<file path="src/rtl/serial_word_transmitter.sv">
// Serial word transmitter: accepts a parallel word over valid/ready, shifts it out
// LSB-first on x (one bit per clock), then appends a parity bit. frame marks every
// data/parity cycle, parity_slot marks the parity cycle and done pulses on the
// cycle after the parity bit. Frames may run back-to-back with no idle gap.
//
//   state     | meaning
//   ----------+-----------------------------------------------------------
//   ST_IDLE   | no frame active, x held at IDLE_LEVEL, ready for a word
//   ST_SHIFT  | data bits on x; cnt_q is the index (1..WIDTH) of the bit on x
//   ST_PARITY | parity bit on x; a new word may be accepted for a gapless start
module serial_word_transmitter #(
    parameter int unsigned WIDTH      = 8,
    parameter bit          PARITY_ODD = 1'b0,
    parameter bit          IDLE_LEVEL = 1'b0
) (
    input  logic             clock,
    input  logic             reset_n,
    input  logic [WIDTH-1:0] data_in,
    input  logic             data_valid,
    output logic             data_ready,
    output logic             x,
    output logic             frame,
    output logic             parity_slot,
    output logic             done
);

    localparam int unsigned      CNT_W    = $clog2(WIDTH + 1);
    localparam logic [CNT_W-1:0] CNT_LAST = CNT_W'(WIDTH);
    localparam logic [CNT_W-1:0] CNT_ONE  = CNT_W'(1);

    typedef enum logic [1:0] {
        ST_IDLE   = 2'd0,
        ST_SHIFT  = 2'd1,
        ST_PARITY = 2'd2
    } state_t;

    state_t           state_q;
    logic [WIDTH-1:0] shreg_q;
    logic [CNT_W-1:0] cnt_q;
    logic             par_q;
    logic             x_q;
    logic             frame_q;
    logic             parity_slot_q;
    logic             done_q;

    logic             accept;
    logic [WIDTH-1:0] shreg_d;
    logic             par_d;

    // Ready only while no data bit is pending; gated by reset_n so it drops immediately.
    assign data_ready = reset_n & ((state_q == ST_IDLE) | (state_q == ST_PARITY));
    assign accept     = data_valid & data_ready;

    // Load values for an accepted word: bit 0 goes straight to x, the rest is queued.
    always_comb begin
        shreg_d = data_in >> 1;
        par_d   = PARITY_ODD ^ (^data_in);
    end

    // Frame sequencer with registered serial output and strobes.
    always_ff @(posedge clock or negedge reset_n) begin
        if (!reset_n) begin
            state_q       <= ST_IDLE;
            shreg_q       <= '0;
            cnt_q         <= '0;
            par_q         <= 1'b0;
            x_q           <= IDLE_LEVEL;
            frame_q       <= 1'b0;
            parity_slot_q <= 1'b0;
            done_q        <= 1'b0;
        end else begin
            done_q <= 1'b0;
            case (state_q)
                ST_IDLE: begin
                    if (accept) begin
                        shreg_q       <= shreg_d;
                        par_q         <= par_d;
                        x_q           <= data_in[0];
                        frame_q       <= 1'b1;
                        parity_slot_q <= 1'b0;
                        cnt_q         <= CNT_ONE;
                        state_q       <= ST_SHIFT;
                    end
                end
                ST_SHIFT: begin
                    if (cnt_q == CNT_LAST) begin
                        x_q           <= par_q;
                        parity_slot_q <= 1'b1;
                        state_q       <= ST_PARITY;
                    end else begin
                        x_q     <= shreg_q[0];
                        shreg_q <= shreg_q >> 1;
                        cnt_q   <= cnt_q + CNT_ONE;
                    end
                end
                ST_PARITY: begin
                    done_q <= 1'b1;
                    if (accept) begin
                        shreg_q       <= shreg_d;
                        par_q         <= par_d;
                        x_q           <= data_in[0];
                        frame_q       <= 1'b1;
                        parity_slot_q <= 1'b0;
                        cnt_q         <= CNT_ONE;
                        state_q       <= ST_SHIFT;
                    end else begin
                        x_q           <= IDLE_LEVEL;
                        frame_q       <= 1'b0;
                        parity_slot_q <= 1'b0;
                        state_q       <= ST_IDLE;
                    end
                end
                default: begin
                    x_q           <= IDLE_LEVEL;
                    frame_q       <= 1'b0;
                    parity_slot_q <= 1'b0;
                    state_q       <= ST_IDLE;
                end
            endcase
        end
    end

    assign x           = x_q;
    assign frame       = frame_q;
    assign parity_slot = parity_slot_q;
    assign done        = done_q;

endmodule

</file>
<file path="config.mk">
export PLATFORM = sky130hd
export DESIGN_NAME = serial_word_transmitter
export DESIGN_NICKNAME = d
export VERILOG_FILES = /design/src/rtl/serial_word_transmitter.sv
export SDC_FILE = /design/constraint.sdc
export NUM_CORES = 1
export LEC_CHECK = 0
export ABC_AREA = 1
export CAP_MARGIN = 20
export CELL_PAD_IN_SITES_DETAIL_PLACEMENT = 1
export CELL_PAD_IN_SITES_GLOBAL_PLACEMENT = 2
export CORE_ASPECT_RATIO = 0.75
export CORE_UTILIZATION = 35
export DETAILED_ROUTE_END_ITERATION = 7
export DONT_BUFFER_PORTS = 1
export PLACE_DENSITY_LB_ADDON = 0.1
export SETUP_SLACK_MARGIN = 0.05
export SLEW_MARGIN = 10
export SYNTH_ARGS = -nofsm -noshare
export SYNTH_HDL_FRONTEND = slang
export SYNTH_SLANG_ARGS = --single-unit
</file>
<file path="constraint.sdc">
create_clock -name clock -period 3.3 [get_ports clock]
set_clock_uncertainty 0.05 [all_clocks]
set_input_delay 0 -clock clock [delete_from_list [all_inputs] [get_ports clock]]
set_output_delay 0 -clock clock [all_outputs]
set_load 0.1 [all_outputs]
</file>
* After elaboration in Yosys (flattened, before gate mapping) *
Cells that the tools add are included.

storage, ports and cells
  flip-flop bits (word level) = 19

operators by class
  reductions and logical operators = 8
  equality and inequality tests = 7
  bitwise operators = 4
  add/subtract/negate cells = 1
  multiplexer cells = 21

operator list
  kind                                            count
  2-to-1 mux 8 bit                                2
  case mux 8 bit (2 select lines)                 1
  2-to-1 mux 1 bit                                9
  2-to-1 mux 4 bit                                2
  case mux 4 bit (2 select lines)                 1
  parity 8 bit                                    1
  != test 2 bit (second input constant)           3
  case mux 1 bit (3 select lines)                 2
  case mux 2 bit (3 select lines)                 1
  AND reduction 2 bit                             3
  adder 4 x 1 -> 4 bit (second input constant)    1
  == test 4 bit (second input constant)           1
  2-to-1 mux 2 bit                                2
  AND reduction 3 bit                             1
  bitwise AND 1 bit                               2
  == test 2 x 1 -> 1 bit (second input constant)  1
  == test 2 bit (second input constant)           1
  zero test 2 bit                                 1
  != test 2 x 1 -> 1 bit (second input constant)  1
  case mux 1 bit (2 select lines)                 1
  nonzero test 2 bit                              1
  OR reduction 2 bit                              1
  inverter 1 bit                                  1
  OR 1 bit                                        1

* Logic depth before layout (Yosys ltp) *
  depth after elaboration = 6
  gate-level depth with buffers = 9
  mapped depth without buffers = 9

* Least setup slack after synthesis *
OpenSTA, ideal clock, no wires.

  path type = flip-flop to flip-flop
  from = reg state_q[0]
  to = reg shreg_q[3]
  stages on the path, launching flop included = 6
  setup time = 0.119 ns
  period minus slack after synthesis = 2.652 ns
  required time = 3.131 ns
  data arrival time = 2.483 ns
  path buffers = 1
  setup slack = 0.648 ns
  path through = dfrtp_1 > nor2_1 > nand2_2 > buf_2 > o22ai_1 > nor2_1

between the ends
  word-level cells in the longest chain between the ends = 6
  elaborated cells between the ends (all ways) = 12

ends and longest elaborated chain
  what                                                     line  RTL
  start: declaration                                       37    state_t state_q;
  start signal: assignment                                 63    state_q <= ST_IDLE;
  start signal: assignment                                 82    state_q <= ST_SHIFT;
  start signal: assignment                                 89    state_q <= ST_PARITY;
  == test 2 bit / zero test 2 bit (equally long branches)  51    assign data_ready = reset_n & ((state_q == ST_IDLE) | (state_q == ST_PARITY));
  OR 1 bit (*)                                             51
  bitwise AND 1 bit (*)                                    51
  named net data_ready                                     20    output logic data_ready,
  bitwise AND 1 bit (*)                                    52    assign accept = data_valid & data_ready;
  != test 2 x 1 -> 1 bit (no source line) (*)              --
  AND reduction 3 bit (no source line) (*)                 --
  end signal: assignment                                   76    shreg_q <= shreg_d;
  end signal: assignment                                   92    shreg_q <= shreg_q >> 1;
  end signal: assignment                                   99    shreg_q <= shreg_d;
  end: declaration                                         38    logic [WIDTH-1:0] shreg_q;

The timed path passes the listed nets; every way through them passes the cells marked *.
A chain may end at the register's enable or synchronous reset.

* Final worst setup path *
  from = reg state_q[0]
  to = reg shreg_q[6]

Same word-level chain as after synthesis.

==> flow_summary.yaml <==
worst_setup_path:
  end_kind: "flip-flop"
  path_buf_inv: 2
  reg2reg_depth: 7
  critical-path-top-delay-family: "simple AND/OR/NAND/NOR gates"
  path_cells: "nor2_2 -> buf_4 -> nand2_2 -> nand2_4 -> inv_1 -> nand2_1 -> o21ai_0"
  slowest_stage: "dfrtp_1"
  criticalPathCategory: "reg2reg"
  cp.depth: 7
  r2r_start: "state_q[0]"
  crit_arrival_ns: 1.84
  critical_path.startpoint: "state_q[0]"
  path_max_fanout: 16
  critPathMaxStageDelay_ns: 0.42
  start_kind: "flip-flop"
  rrSetupSlack_ns: 1.53
  cp.required_ns: 3.37
  cp-endpoint: "shreg_q[6]"
  rr_endpoint: "shreg_q[6]"
global_route:
  grt_max_degree: 19
  grt_overflow: 0
  track_usage_pct: 16.0
  grt_first_pass_wirelength_mm: 3.58
  grt_pass1_vias: 775
  antenna_found_initial: 0
layout:
  diodes: 0
  drive_gt1_share_pct: 9.42
  nets: 153
  area_growth_pct: 16.5
  utilization_pct: 43.2
synth:
  yosysTopAreaCellShare_pct: 45.9
  netlist_area_um2: 981
  ys_ff_latch: 18
  netlist_instances: 127
  synth_area_leaders: "dfrtp_1 46%, nand2_1 15%, nor2_1 8.0%, inv_1 6.5%, nand3_1 4.1%"
  yosysUniqueCellTypes: 19
  yosysSeqAreaShare_pct: 45.9
  yosys_warnings: 0
  synth_fp_nets: 140
  syn_avg_cell_area_um2: 7.72
  yosysTopAreaCell: "dfrtp_1"
clocking:
  ctsResizeCount: 0
  cts_tree: "yes"
  cts_buffers: 3
  cts_sinks: 18
  clockRootBuffer: "clkbuf_8"
  htreeDepth: 1
  clk_path_buf_depth: 2
  path_clk_slew_ns: 0.07
  clkLatencyLatePin_ns: 0.25
power:
  power_w: 0.00108
  p_leak_nw: 0.597
  ir_drop_mv: 0.379
  power_density_nw_per_um2: 949
drt:
  drt_iter0_markers: 22
  drcViolationCount: 0
  viasPerCell: 4.81
  routedWlPerCell_um: 12.5
  firstDrtPassIters: 4
  via_count: 837
  postRouteWirelength_mm: 2.18
  ant_nets: 0
sta:
  maxSlewHeadroom_pct: 38.9
  fmax_ghz: 0.566
  worst_slew_pin_slew_ns: 0.916
  hold_slack_ns: 0.0398
  maxSlewViolCount: 0
  finalCritPeriodShare_pct: 53.5
  min_period_ns: 1.77
  hold_violations: 0
  setup_viol: 0
  fin_setup_tns_ns: 0
  grt_setup_unrepaired: "false"
flow_run:
  maxCapViolCount: 0
floorplan:
  dieArea_um2: 3020
  core_um2: 2640
  die_h_um: 47.9
  placementRows: 16
  ioPinCount: 16
  start_util_pct: 37.1
  die-width_um: 63.1
placed_design:
  place_hpwl_mm: 1.57
  io_buffers: 0
  routabilityCongestion: 0.666
min_path:
  worstHoldStart: "data_valid"
  hp-class: "in2reg"
  hold_depth: 2
outcome:
  status: "finished clean"
## kinds of logic (layout without fill, tap and decap cells)
logic type,after synthesis,count (layout),synth area share (%)
AND/OR/NAND/NOR,73,73,31.9
XOR/XNOR,2,2,1.79
buffers and inverters,19,30,9.06
adder cells (fa/ha/maj),2,2,2.55
flip-flops,18,18,45.9
AO/OA/AOI/OAI,13,13,8.80
## synth_stat cells
master,count
nand3_1,8
dfrtp_1,18
nor3_1,1
buf_2,1
a21oi_2,2
o22ai_1,5
nor2_4,1
nor2_1,21
nor2_2,1
o21ai_1,1
xnor2_1,2
buf_12,1
nand2_2,1
nand2_4,2
o22ai_2,1
inv_1,17
o21ai_0,4
nand2_1,38
ha_1,2
## where the power goes
group	total [W]	internal [W]	switching, W
registers	0.000518	0.000318	0.000200
logic	0.000416	0.000150	0.000265
clock network	0.000150	0.0000810	0.0000695
total	0.00108	0.000549	0.000535
## layout make-up
cell class,instances,area (µm²)
fill,333,1500
sequential,18,450
multi-input combinational,90,444
timing repair buffer,10,97.6
inverter,17,63.8
tap,36,45.0
clock buffer,3,41.3
## layout by cell type, fill, tap and decap left out, drive strengths merged
master       netlist  layout
buf                2       1
clkbuf             0       3
o21ai              5       5
nor2              23      23
nand2             41      41
inv               17      17
nor3               1       1
nand3              8       8
o22ai              6       6
xnor2              2       2
dfrtp             18      18
dlygate4sd3        0       9
a21oi              2       2
ha                 2       2
## worst reg2reg max path: cells and delay by family, from the launching register on
kind | cells | cell delay (ns)
AND/OR/NAND/NOR | 4 | 0.71
flip-flops | 1 | 0.42
buffers and inverters | 2 | 0.38
AO/OA/AOI/OAI | 1 | 0.07
## how the worst min path moves through the flow
stage,to
final,frame
after global routing,frame
after CTS,frame
after detailed placement,done
after global placement,done
after floorplan,cnt_q[0]
## metrics by stage
stage          cell area, µm²  instances  setup slack, ns
2_1_floorplan             981        127            0.648
3_3_place_gp             1010        162             1.59
3_5_place_dp             1010        162             1.53
4_1_cts                  1140        174             1.52
5_1_grt                  1140        174             1.36
6_report                 1140        174             1.53
## metal layers
metal / vias to the layer above / share of wire [%] / GRT usage (%)
met2: 17 / 47 / 27.5
met1: 404 / 48 / 20.9
li1: 416 / - / -
met5: - / 0 / 0
met3: 0 / 5.0 / 5.24
met4: 0 / 0 / 1.40
## what timing repair did
action,in CTS,in global routing
hold buffers,9,0
hold endpoints to repair,26,0
buffers inserted,0,0
## sequential cells by signal, summed over array words and instances (netlist names)
signal and count:
frame 1, par_q 1, state_q 2, shreg_q 7
parity_slot 1, cnt_q 4, x 1, done 1
Power figures use the tool's default switching activity.
